$ cat src/rtl/fpga2cpu_pkg.sv
// Shared types for the multi-queue FPGA-to-CPU DMA scheduler.
// Contents: the write data mover descriptor, the FSM states and the chunk-length helper.
package fpga2cpu_pkg;

    typedef struct packed {
        logic [7:0]  func_nb;
        logic [7:0]  desc_id;
        logic [1:0]  app_spec;
        logic [7:0]  reserved;
        logic        single_src;
        logic        immediate;
        logic [17:0] nb_dwords;
        logic [63:0] dst_addr;
        logic [63:0] saddr_data;
    } pcie_desc_t;

    typedef enum logic [2:0] {
        ST_IDLE,
        ST_LOAD,
        ST_CHECK,
        ST_DATA,
        ST_TAIL
    } state_t;

    // A chunk stops at whichever comes first: end of request, length cap,
    // CPU ring wrap or FPGA ring wrap.
    function automatic logic [31:0] chunk_len(input logic [31:0] remaining,
                                              input logic [31:0] max_flits,
                                              input logic [31:0] ring_room,
                                              input logic [31:0] fpga_room);
        logic [31:0] len;
        len = remaining;
        if (max_flits < len) len = max_flits;
        if (ring_room < len) len = ring_room;
        if (fpga_room < len) len = fpga_room;
        return len;
    endfunction

endpackage

$ cat src/rtl/fpga2cpu_dma_sched_queue_state_rf.sv
// Per-queue CPU ring state: kmem base, ring size, head and tail.
// A config write overrides a same-cycle tail write-back to the same queue.
module queue_state_rf #(
    parameter int NB_QUEUES = 4,
    parameter int QID_W     = 2,
    parameter int RB_AWIDTH = 10
) (
    input  logic                 clk,
    input  logic                 rst_n,
    input  logic                 head_we,
    input  logic [QID_W-1:0]     head_queue,
    input  logic [RB_AWIDTH-1:0] head_value,
    input  logic                 cfg_we,
    input  logic [QID_W-1:0]     cfg_queue,
    input  logic [63:0]          cfg_kmem_addr,
    input  logic [RB_AWIDTH:0]   cfg_rb_size,
    input  logic                 tail_we,
    input  logic [QID_W-1:0]     tail_queue,
    input  logic [RB_AWIDTH-1:0] tail_value,
    input  logic [QID_W-1:0]     rd_queue,
    output logic [63:0]          rd_kmem,
    output logic [RB_AWIDTH:0]   rd_rb_size,
    output logic [RB_AWIDTH-1:0] rd_head,
    output logic [RB_AWIDTH-1:0] rd_tail,
    input  logic [QID_W-1:0]     peek_queue,
    output logic [RB_AWIDTH-1:0] peek_tail
);

    logic [63:0]          kmem_arr [NB_QUEUES];
    logic [RB_AWIDTH:0]   rb_size_arr [NB_QUEUES];
    logic [RB_AWIDTH-1:0] head_arr [NB_QUEUES];
    logic [RB_AWIDTH-1:0] tail_arr [NB_QUEUES];

    generate
        for (genvar gi = 0; gi < NB_QUEUES; gi++) begin : g_queue
            logic [63:0]          kmem_reg;
            logic [RB_AWIDTH:0]   rb_size_reg;
            logic [RB_AWIDTH-1:0] head_reg;
            logic [RB_AWIDTH-1:0] tail_reg;

            always_ff @(posedge clk or negedge rst_n) begin
                if (!rst_n) begin
                    kmem_reg    <= '0;
                    rb_size_reg <= '0;
                    head_reg    <= '0;
                    tail_reg    <= '0;
                end else begin
                    if (head_we && head_queue == QID_W'(gi))
                        head_reg <= head_value;
                    if (tail_we && tail_queue == QID_W'(gi))
                        tail_reg <= tail_value;
                    if (cfg_we && cfg_queue == QID_W'(gi)) begin
                        kmem_reg    <= cfg_kmem_addr;
                        rb_size_reg <= cfg_rb_size;
                        head_reg    <= '0;
                        tail_reg    <= '0;
                    end
                end
            end

            assign kmem_arr[gi]    = kmem_reg;
            assign rb_size_arr[gi] = rb_size_reg;
            assign head_arr[gi]    = head_reg;
            assign tail_arr[gi]    = tail_reg;
        end
    endgenerate

    assign rd_kmem    = kmem_arr[rd_queue];
    assign rd_rb_size = rb_size_arr[rd_queue];
    assign rd_head    = head_arr[rd_queue];
    assign rd_tail    = tail_arr[rd_queue];
    assign peek_tail  = tail_arr[peek_queue];

endmodule

$ cat src/rtl/fpga2cpu_dma_sched.sv
// Multi-queue FPGA-to-CPU DMA scheduler: splits each request into write
// descriptors on CPU-ring wrap, FPGA-ring wrap and length cap, then writes the tail.
module fpga2cpu_dma_sched
    import fpga2cpu_pkg::*;
#(
    parameter int          NB_QUEUES      = 4,
    parameter int          QID_W          = $clog2(NB_QUEUES),
    parameter int          PDU_AWIDTH     = 12,
    parameter int          RB_AWIDTH      = 10,
    parameter int          MAX_DESC_FLITS = 64,
    parameter logic [31:0] EP_BASE_ADDR   = 32'h0004_0000,
    parameter int          RB_BRAM_OFFSET = 0
) (
    input  logic                  clk,
    input  logic                  rst_n,
    input  logic                  req_valid,
    output logic                  req_ready,
    input  logic [QID_W-1:0]      req_queue,
    input  logic [PDU_AWIDTH-1:0] req_base,
    input  logic [PDU_AWIDTH-1:0] req_size,
    input  logic                  cfg_we,
    input  logic [QID_W-1:0]      cfg_queue,
    input  logic [63:0]           cfg_kmem_addr,
    input  logic [RB_AWIDTH:0]    cfg_rb_size,
    input  logic                  head_we,
    input  logic [QID_W-1:0]      head_queue,
    input  logic [RB_AWIDTH-1:0]  head_value,
    output logic                  desc_valid,
    input  logic                  desc_ready,
    output pcie_desc_t            desc_data,
    output logic                  done_valid,
    output logic [QID_W-1:0]      done_queue,
    output logic [RB_AWIDTH-1:0]  done_tail,
    output logic                  err_valid,
    input  logic [QID_W-1:0]      tail_rd_queue,
    output logic [RB_AWIDTH-1:0]  tail_rd_data
);

    localparam int LEN_W = PDU_AWIDTH + 1;

    state_t                state_reg;
    logic [QID_W-1:0]      cur_queue_reg;
    logic [PDU_AWIDTH-1:0] fpga_ptr_reg;
    logic [PDU_AWIDTH-1:0] remaining_reg;
    logic [63:0]           kmem_reg;
    logic [RB_AWIDTH:0]    rb_size_reg;
    logic [RB_AWIDTH-1:0]  cur_tail_reg;
    logic [LEN_W-1:0]      cur_len_reg;
    logic [7:0]            desc_id_reg;
    logic                  cfg_hit_reg;
    logic                  req_ready_reg;
    logic                  desc_valid_reg;
    pcie_desc_t            desc_data_reg;
    logic                  done_valid_reg;
    logic [QID_W-1:0]      done_queue_reg;
    logic [RB_AWIDTH-1:0]  done_tail_reg;
    logic                  err_valid_reg;

    logic [63:0]           rd_kmem;
    logic [RB_AWIDTH:0]    rd_rb_size;
    logic [RB_AWIDTH-1:0]  rd_head;
    logic [RB_AWIDTH-1:0]  rd_tail;
    logic                  tail_we;

    logic [31:0]           ring_last;
    logic [31:0]           tail_sum;
    logic [31:0]           free_space;
    logic [RB_AWIDTH-1:0]  tail_next;
    logic [PDU_AWIDTH-1:0] ptr_next;
    logic [PDU_AWIDTH-1:0] rem_next;
    logic [RB_AWIDTH-1:0]  calc_tail;
    logic [PDU_AWIDTH-1:0] calc_ptr;
    logic [PDU_AWIDTH-1:0] calc_rem;
    logic [7:0]            calc_id;
    logic [LEN_W-1:0]      calc_len;
    pcie_desc_t            data_desc;
    pcie_desc_t            tail_desc;

    queue_state_rf #(
        .NB_QUEUES (NB_QUEUES),
        .QID_W     (QID_W),
        .RB_AWIDTH (RB_AWIDTH)
    ) u_queue_state_rf (
        .clk           (clk),
        .rst_n         (rst_n),
        .head_we       (head_we),
        .head_queue    (head_queue),
        .head_value    (head_value),
        .cfg_we        (cfg_we),
        .cfg_queue     (cfg_queue),
        .cfg_kmem_addr (cfg_kmem_addr),
        .cfg_rb_size   (cfg_rb_size),
        .tail_we       (tail_we),
        .tail_queue    (cur_queue_reg),
        .tail_value    (cur_tail_reg),
        .rd_queue      (cur_queue_reg),
        .rd_kmem       (rd_kmem),
        .rd_rb_size    (rd_rb_size),
        .rd_head       (rd_head),
        .rd_tail       (rd_tail),
        .peek_queue    (tail_rd_queue),
        .peek_tail     (tail_rd_data)
    );

    // A config write that hit this queue mid-transfer suppresses the write-back.
    assign tail_we = (state_reg == ST_TAIL) && desc_ready && !cfg_hit_reg;

    always_comb begin
        ring_last = 32'(rb_size_reg) - 32'd1;
        tail_sum  = 32'(cur_tail_reg) + 32'(cur_len_reg);
        if (tail_sum >= ring_last)
            tail_sum = tail_sum - ring_last;
        tail_next = RB_AWIDTH'(tail_sum);
        ptr_next  = fpga_ptr_reg + PDU_AWIDTH'(cur_len_reg);
        rem_next  = remaining_reg - PDU_AWIDTH'(cur_len_reg);

        if (32'(cur_tail_reg) >= 32'(rd_head))
            free_space = ring_last - 32'(cur_tail_reg) + 32'(rd_head) - 32'd1;
        else
            free_space = 32'(rd_head) - 32'(cur_tail_reg) - 32'd1;
    end

    // Next descriptor is built from current pointers in CHECK and from the
    // post-handshake pointers in DATA, so desc_data is always registered.
    always_comb begin
        calc_tail = cur_tail_reg;
        calc_ptr  = fpga_ptr_reg;
        calc_rem  = remaining_reg;
        calc_id   = desc_id_reg;
        if (state_reg == ST_DATA) begin
            calc_tail = tail_next;
            calc_ptr  = ptr_next;
            calc_rem  = rem_next;
            calc_id   = desc_id_reg + 8'd1;
        end
        calc_len = LEN_W'(chunk_len(32'(calc_rem), 32'(MAX_DESC_FLITS),
                                    ring_last - 32'(calc_tail),
                                    (32'd1 << PDU_AWIDTH) - 32'(calc_ptr)));

        data_desc            = '0;
        data_desc.desc_id    = calc_id;
        data_desc.nb_dwords  = 18'({calc_len, 4'h0});
        data_desc.dst_addr   = kmem_reg + ((64'(calc_tail) + 64'd1) << 6);
        data_desc.saddr_data = 64'(EP_BASE_ADDR)
                             + ((64'(RB_BRAM_OFFSET) + 64'(calc_ptr)) << 6);

        tail_desc            = '0;
        tail_desc.desc_id    = calc_id;
        tail_desc.immediate  = 1'b1;
        tail_desc.nb_dwords  = 18'd1;
        tail_desc.dst_addr   = kmem_reg;
        tail_desc.saddr_data = 64'(calc_tail);
    end

    always_ff @(posedge clk or negedge rst_n) begin
        if (!rst_n) begin
            state_reg      <= ST_IDLE;
            cur_queue_reg  <= '0;
            fpga_ptr_reg   <= '0;
            remaining_reg  <= '0;
            kmem_reg       <= '0;
            rb_size_reg    <= '0;
            cur_tail_reg   <= '0;
            cur_len_reg    <= '0;
            desc_id_reg    <= '0;
            cfg_hit_reg    <= 1'b0;
            req_ready_reg  <= 1'b0;
            desc_valid_reg <= 1'b0;
            desc_data_reg  <= '0;
            done_valid_reg <= 1'b0;
            done_queue_reg <= '0;
            done_tail_reg  <= '0;
            err_valid_reg  <= 1'b0;
        end else begin
            done_valid_reg <= 1'b0;
            err_valid_reg  <= 1'b0;
            if (cfg_we && cfg_queue == cur_queue_reg && state_reg != ST_IDLE)
                cfg_hit_reg <= 1'b1;

            case (state_reg)
                ST_IDLE: begin
                    req_ready_reg <= 1'b1;
                    if (req_valid && req_ready_reg) begin
                        req_ready_reg <= 1'b0;
                        cur_queue_reg <= req_queue;
                        fpga_ptr_reg  <= req_base;
                        remaining_reg <= req_size;
                        cfg_hit_reg   <= 1'b0;
                        state_reg     <= ST_LOAD;
                    end
                end
                ST_LOAD: begin
                    kmem_reg     <= rd_kmem;
                    rb_size_reg  <= rd_rb_size;
                    cur_tail_reg <= rd_tail;
                    if (remaining_reg == '0 || 32'(remaining_reg) + 32'd2 > 32'(rd_rb_size)) begin
                        err_valid_reg <= 1'b1;
                        req_ready_reg <= 1'b1;
                        state_reg     <= ST_IDLE;
                    end else begin
                        state_reg <= ST_CHECK;
                    end
                end
                ST_CHECK: begin
                    if (free_space >= 32'(remaining_reg)) begin
                        desc_valid_reg <= 1'b1;
                        desc_data_reg  <= data_desc;
                        cur_len_reg    <= calc_len;
                        state_reg      <= ST_DATA;
                    end
                end
                ST_DATA: begin
                    if (desc_ready) begin
                        cur_tail_reg  <= tail_next;
                        fpga_ptr_reg  <= ptr_next;
                        remaining_reg <= rem_next;
                        desc_id_reg   <= desc_id_reg + 8'd1;
                        if (rem_next == '0) begin
                            desc_data_reg <= tail_desc;
                            state_reg     <= ST_TAIL;
                        end else begin
                            desc_data_reg <= data_desc;
                            cur_len_reg   <= calc_len;
                        end
                    end
                end
                ST_TAIL: begin
                    if (desc_ready) begin
                        desc_valid_reg <= 1'b0;
                        desc_data_reg  <= '0;
                        desc_id_reg    <= desc_id_reg + 8'd1;
                        done_valid_reg <= 1'b1;
                        done_queue_reg <= cur_queue_reg;
                        done_tail_reg  <= cur_tail_reg;
                        req_ready_reg  <= 1'b1;
                        state_reg      <= ST_IDLE;
                    end
                end
                default: state_reg <= ST_IDLE;
            endcase
        end
    end

    assign req_ready  = req_ready_reg;
    assign desc_valid = desc_valid_reg;
    assign desc_data  = desc_data_reg;
    assign done_valid = done_valid_reg;
    assign done_queue = done_queue_reg;
    assign done_tail  = done_tail_reg;
    assign err_valid  = err_valid_reg;

endmodule

$ cat config.mk
export PLATFORM = sky130hd
export DESIGN_NAME = fpga2cpu_dma_sched
export DESIGN_NICKNAME = d
export VERILOG_FILES = /design/src/rtl/fpga2cpu_pkg.sv /design/src/rtl/fpga2cpu_dma_sched_queue_state_rf.sv /design/src/rtl/fpga2cpu_dma_sched.sv
export SDC_FILE = /design/constraint.sdc
export NUM_CORES = 2
export LEC_CHECK = 0
export ABC_AREA = 1
export CELL_PAD_IN_SITES_DETAIL_PLACEMENT = 1
export CELL_PAD_IN_SITES_GLOBAL_PLACEMENT = 1
export CORE_UTILIZATION = 40
export CTS_BUF_LIST = sky130_fd_sc_hd__clkbuf_16
export DETAILED_ROUTE_END_ITERATION = 8
export GPL_TIMING_DRIVEN = 0
export PLACE_DENSITY_LB_ADDON = 0.1
export SYNTH_ARGS = -nofsm -noshare
export SYNTH_HDL_FRONTEND = slang
export SYNTH_HIERARCHICAL = 1
export SYNTH_SLANG_ARGS = --single-unit
$ cat constraint.sdc
create_clock -name clk -period 7.66 [get_ports clk]
set_input_delay 2.298 -clock clk [delete_from_list [all_inputs] [get_ports clk]]
set_output_delay 2.298 -clock clk [all_outputs]
set_load 0.005 [all_outputs]
# After elaboration in Yosys (flattened, before gate mapping)
# Index checks and enable logic that the tools add are counted.
# totals
ff_bits	706
elab_cells	219
input_bits	123
# classes
n_bitwise	2
mux	78
order_cmp	9
addsub	17
reduce_logical	51
n_eq_ne	21
# ops
op	n
174-bit two-way mux	3
174-bit case mux with 3 select lines	1
10-bit two-way mux	25
147-bit two-way mux	1
64-bit binary-select mux with 2-bit select	1
64-bit two-way mux	2
12-bit two-way mux	7
64-bit by 17-bit adder with 64-bit output	1
32-bit less-than comparator	2
32-bit two-way mux	2
10-bit binary-select mux with 2-bit select	3
13-bit two-way mux	4
12-bit case mux with 2 select lines	2
14-bit by 32-bit greater-or-equal comparator with 1-bit output	1
32-bit by 12-bit greater-or-equal comparator with 1-bit output	1
13-bit case mux with 2 select lines	1
12-bit by 11-bit subtractor with 13-bit output	2
12-bit logical NOT	2
2-bit nonzero test	12
11-bit binary-select mux with 2-bit select	1
11-bit two-way mux	2
19-bit by 18-bit adder with 20-bit output, first input constant	1
10-bit case mux with 2 select lines	1
1-bit logical AND	17
43 further kinds	83

# Logic depth before layout (Yosys ltp)
# logic_depth
depth_word	12
mapped_depth	60
ltp_nobuf	58

# Modules after synthesis
# The synthesis kept the hierarchy.
# by_module_without_submodules
module	area_each_um2	cells_per_inst	seq_area_each_um2	n_inst
fpga2cpu_dma_sched	18959.4	2492	6431.2	1
queue_state_rf	18128.6	2218	9509.1	1

# Least setup slack after synthesis
# Ideal clock, no wire load.
# synth_timing
path_kind	reg-to-reg
start	reg cur_tail_reg[0]
end	reg cur_len_reg[11]
stages_incl_launch_ff	52
synth_period_minus_slack_ps	7413
t_arrival_ps	7296
slack_ps	247
t_required_ps	7543
path_cell_list	dfrtp_1 -> ha_1 -> fa_1 -> nand3_1 -> nand2_1 -> a21oi_1 -> o21ai_0 -> a21oi_1 -> o21bai_1 -> a21oi_1 -> o21ai_0 -> xor2_1 -> ha_1 -> nand2_1 -> nor2_1 -> a211oi_1 -> o22ai_1 -> a21oi_2 -> [16 not listed] -> a211oi_1 -> xor2_1 -> ha_1 -> a21oi_1 -> o31ai_1 -> nor2_1 -> nand2_2 -> buf_2 -> inv_1 -> nand2_1 -> ha_1 -> a21oi_1 -> o31ai_1 -> nor2_1 -> buf_2 -> nand3_1 -> nand3_2 -> nand2_1
# synth_via
elab_chain_len	12
word_cells_on_any_way	24
cone_classes	add/sub: 8; order compare: 5; eq/ne: 1; mux: 9; reduce/logical: 1
# synth_rtl
item	line	rtl
start, declared	fpga2cpu_dma_sched.sv:47	logic [RB_AWIDTH-1:0] cur_tail_reg;
start signal, assigned	fpga2cpu_dma_sched.sv:195	cur_tail_reg <= rd_tail;
start signal, assigned	fpga2cpu_dma_sched.sv:214	cur_tail_reg <= tail_next;
10-bit by 13-bit adder with 14-bit output	fpga2cpu_dma_sched.sv:110	tail_sum = 32'(cur_tail_reg) + 32'(cur_len_reg);
14-bit by 32-bit greater-or-equal comparator with 1-bit output / 10-bit subtractor (equally long branches)	fpga2cpu_dma_sched.sv:111, fpga2cpu_dma_sched.sv:112	
10-bit two-way mux	fpga2cpu_dma_sched.sv:111	if (tail_sum >= ring_last)
10-bit two-way mux	fpga2cpu_dma_sched.sv:130	if (state_reg == ST_DATA) begin
12-bit by 11-bit subtractor with 13-bit output	fpga2cpu_dma_sched.sv:137	ring_last - 32'(calc_tail),
32-bit less-than comparator	fpga2cpu_pkg.sv:34	if (ring_room < len) len = ring_room;
32-bit two-way mux	fpga2cpu_pkg.sv:34	
32-bit less-than comparator	fpga2cpu_pkg.sv:35	if (fpga_room < len) len = fpga_room;
13-bit two-way mux	fpga2cpu_pkg.sv:35	
13-bit two-way mux	fpga2cpu_dma_sched.sv:218	if (rem_next == '0) begin
13-bit two-way mux	fpga2cpu_dma_sched.sv:213	if (desc_ready) begin
13-bit case mux with 2 select lines	fpga2cpu_dma_sched.sv:180	case (state_reg)
end signal, assigned	fpga2cpu_dma_sched.sv:208	cur_len_reg <= calc_len;
end signal, assigned	fpga2cpu_dma_sched.sv:223	cur_len_reg <= calc_len;
end, declared	fpga2cpu_dma_sched.sv:48	logic [LEN_W-1:0] cur_len_reg;
# Several ways; a longest one is shown, not always the timed one. The select of a mux whose other input is x is not followed.
# A chain may end at the register's enable or synchronous reset.

# Final worst setup path
# layout_timing
start	reg cur_len_reg[0]
end	reg cur_len_reg[6]
# layout_via
elab_chain_len	12
word_cells_on_any_way	24
cone_classes	add/sub: 6; order compare: 4; eq/ne: 1; mux: 11; reduce/logical: 2
# layout_rtl
item	line
10-bit by 13-bit adder with 14-bit output	fpga2cpu_dma_sched.sv:110
14-bit by 32-bit greater-or-equal comparator with 1-bit output / 10-bit subtractor (equally long branches)	fpga2cpu_dma_sched.sv:111, fpga2cpu_dma_sched.sv:112
10-bit two-way mux	fpga2cpu_dma_sched.sv:111
10-bit two-way mux	fpga2cpu_dma_sched.sv:130
12-bit by 11-bit subtractor with 13-bit output	fpga2cpu_dma_sched.sv:137
32-bit less-than comparator	fpga2cpu_pkg.sv:34
32-bit two-way mux	fpga2cpu_pkg.sv:34
32-bit less-than comparator	fpga2cpu_pkg.sv:35
13-bit two-way mux	fpga2cpu_pkg.sv:35
13-bit two-way mux	fpga2cpu_dma_sched.sv:218
13-bit two-way mux	fpga2cpu_dma_sched.sv:213
13-bit case mux with 2 select lines	fpga2cpu_dma_sched.sv:180
# Several ways; a longest one is shown, not always the timed one. The select of a mux whose other input is x is not followed.

==> impl_metrics.tcl <==
set metrics [dict create \
    rows 111 \
    place_congestion 0.943 \
    design.die.area_um2 93900 \
    yosysSeqAreaShare_pct 43.0 \
    ant_nets 0 \
    hold_end "desc_data[159]" \
    start_kind "flop" \
    ff2ff_path_depth 50 \
    clock_skew_ns 0.0340 \
    synth-warning-count 6 \
    drv_cap 0 \
    slew_viol_final 0 \
    synth_compound_area_share_pct 15.5 \
    core_area_um2 91800 \
    min_path_type "reg -> reg" \
    synthXorXnorAreaFrac_pct 3.19 \
    r2r-start "cur_len_reg[0]" \
    tightest_slew_ns 1.17 \
    start_util_pct 40.4 \
    end_kind "flop" \
    largest_reg_flops 256 \
    drt-total-wl_mm 144 \
    synthSimpleGateAreaFrac_pct 21.5 \
    synth_top_family_by_area "simple AND/OR/NAND/NOR gates" \
    grt_pass1_vias 35600 \
    clock-sinks 637 \
    wire_per_inst_um 22.1 \
    timing.final.ws_setup_ns -0.439 \
    synth.mux.area_fraction_pct 0.0540 \
    crit_family "simple AND/OR/NAND/NOR gates" \
    chipWidth_um 307 \
    syn_area_per_cell_um2 7.87 \
    place_inst 6281 \
    synth_fa_ha_area_share_pct 5.76 \
    clockBufferDepth 3 \
    ys.flop_type "dfrtp_1" \
    synth-edff-count 0 \
    die_y_um 307 \
    stdcell_count 6510 \
    yosysMostFrequentCell "nand2_1" \
    m1WireLength_mm 63.1 \
    routed_via_density 5.32 \
    grt_pass1_wl_mm 217 \
    syn_to_final_growth_pct 23.2 \
    drt_iter0_drc 2266 \
    r2r_slack_ns -0.44 \
    wl_met3_mm 6.01 \
    synth_top_area_share_pct 43.0 \
    antenna_found_initial 1 \
    crit_path_frequent_cell "buf_4" \
    netlist_top_cells_area "dfrtp_1 43%, nand2_1 14%, o21ai_0 6.5%" \
    placed_area_um2 41600 \
    ios 323 \
    worstPathMaxFanout 7 \
    dp_hpwl_mm 107 \
    critPathRequiredTime_ns 8.20 \
    routed-via-count 34700 \
    hold_buffers 0 \
    hp-start "desc_data[159]" \
    timing.critical_path.buf_inv 10 \
    cts_tree "yes" \
    io_buffers 251 \
    ys_types 57 \
    synth_seq_cells 637 \
    path_class "reg -> reg" \
    antenna_cells 0 \
    drive_above_1_share_pct 11.6 \
    netlist_area_um2 37100 \
    dr.pass1.iters 8 \
    clkLatencyLatePin_ns 0.67 \
    rsz0062_at_grt "yes" \
    critPathSlowestCell "dfrtp_2" \
    cts_buffers 78 \
    nets 5489 \
    top_layer_used "met4" \
    clk_pin_slew_ns 0.06 \
    whs_path_depth 2 \
    finalCritPeriodShare_pct 106 \
    cp.arrival_ns 8.64 \
    reg2reg_to "cur_len_reg[6]" \
    grt_max_degree 112 \
    fin_crit_ns 8.10 \
    setup-violations-final 26 \
    ys_async_sr_fraction_pct 100 \
    status "finished, violations left" \
    cts-htree-levels 3 \
    ys_top_cells_by_count "1336 x nand2_1, 637 x dfrtp_1, 588 x inv_1" \
    grt_remaining_overflow 0 \
    netlist_instances 4710 \
    wl_met2_mm 67.6 \
    violations "setup timing" \
    globalRouteTotalUtil_pct 30.4 \
    root_buffer "clkbuf_16" \
    slew_headroom_pct 21.1 \
    slowest_delay_ns 0.45 \
    clock.fmax_mhz 123 \
    finalHoldViolCount 0 \
    drc 0 \
    postLayoutCellArea_um2 45700 \
    synth_area_leader_cell "dfrtp_1" \
]
metrics by stage:
step | worst slack, ns | utilization (%) | hold WS (ns) | TNS [ns]
finish | -0.439 | 49.8 | 0.469 | -9.92
global route | -0.763 | 49.8 | 0.500 | -20.18
CTS | -0.207 | 49.3 | 0.473 | -4.41
detailed placement | -1.66 | 45.3 | 0.456 | -53.17
global placement | -25.93 | 45.1 | 0.452 | -
floorplan | 0.247 | - | 0.436 | 0
timing repair:
item,in CTS,in global routing
cloned,4,0
buffers inserted,63,21
hold endpoints to repair,0,0
endpoints found under the setup margin,54,70
resized for setup,142,71
pin swaps,66,73
cell families after synthesis:
family	count (synthesis)
AOI/OAI and AO/OA	972
buffers and inverters	902
adders and majority gates	160
muxes	2
DFF	637
xor gates and xnor gates	135
and+or+nand+nor	1900
other	2
how the worst max path moves through the flow:
stage | startpoint | endpoint | slack [ns] | depth (start not counted)
final | cur_len_reg[0] | cur_len_reg[6] | -0.44 | 50
after global routing | cur_tail_reg[2] | cur_len_reg[7] | -0.76 | 56
after CTS | cur_tail_reg[0] | cur_len_reg[10] | -0.21 | 53
after detailed placement | cur_tail_reg[0] | desc_data[143] | -1.66 | 52
after global placement | rst_n | u_queue_state_rf/g_queue[2].kmem_reg[37] | -25.93 | 1
after floorplan | cur_tail_reg[0] | cur_len_reg[11] | 0.25 | 51
layer usage:
metal / GRT usage (%) / vias up
met2: 49.7 / 912
met3: 3.05 / 267
met5: 0 / -
li1: - / 16300
met1: 40.5 / 17200
met4: 14.3 / 0
layout make-up:
type / count / area (µm²)
fill: 11100 / 46100
sequential: 637 / 16000
multi-input combinational: 3242 / 18200
buffer: 298 / 1830
inverter: 604 / 2280
clock inverter: 63 / 547
timing repair buffer: 345 / 3380
tap: 1243 / 1560
clock buffer: 78 / 1950
cell usage in the layout, fill, tap and decap left out, drive strengths merged, types with 145 or more instances in the layout:
cell,count
o211ai,214
inv,623
o21ai,519
clkdlybuf4s50,250
dfrtp,637
clkbuf,182
buf,288
nand3,291
nor2,145
nand2,1360
worst min-delay path: stages (launching register included):
cell and delay [ns]:
dfrtp_1 0.34, nand2_1 0.05, nand2_1 0.05
Power is left out: the tool's default activity adds up to more than one toggle a clock period on the data nets, which glitch-free logic cannot reach.
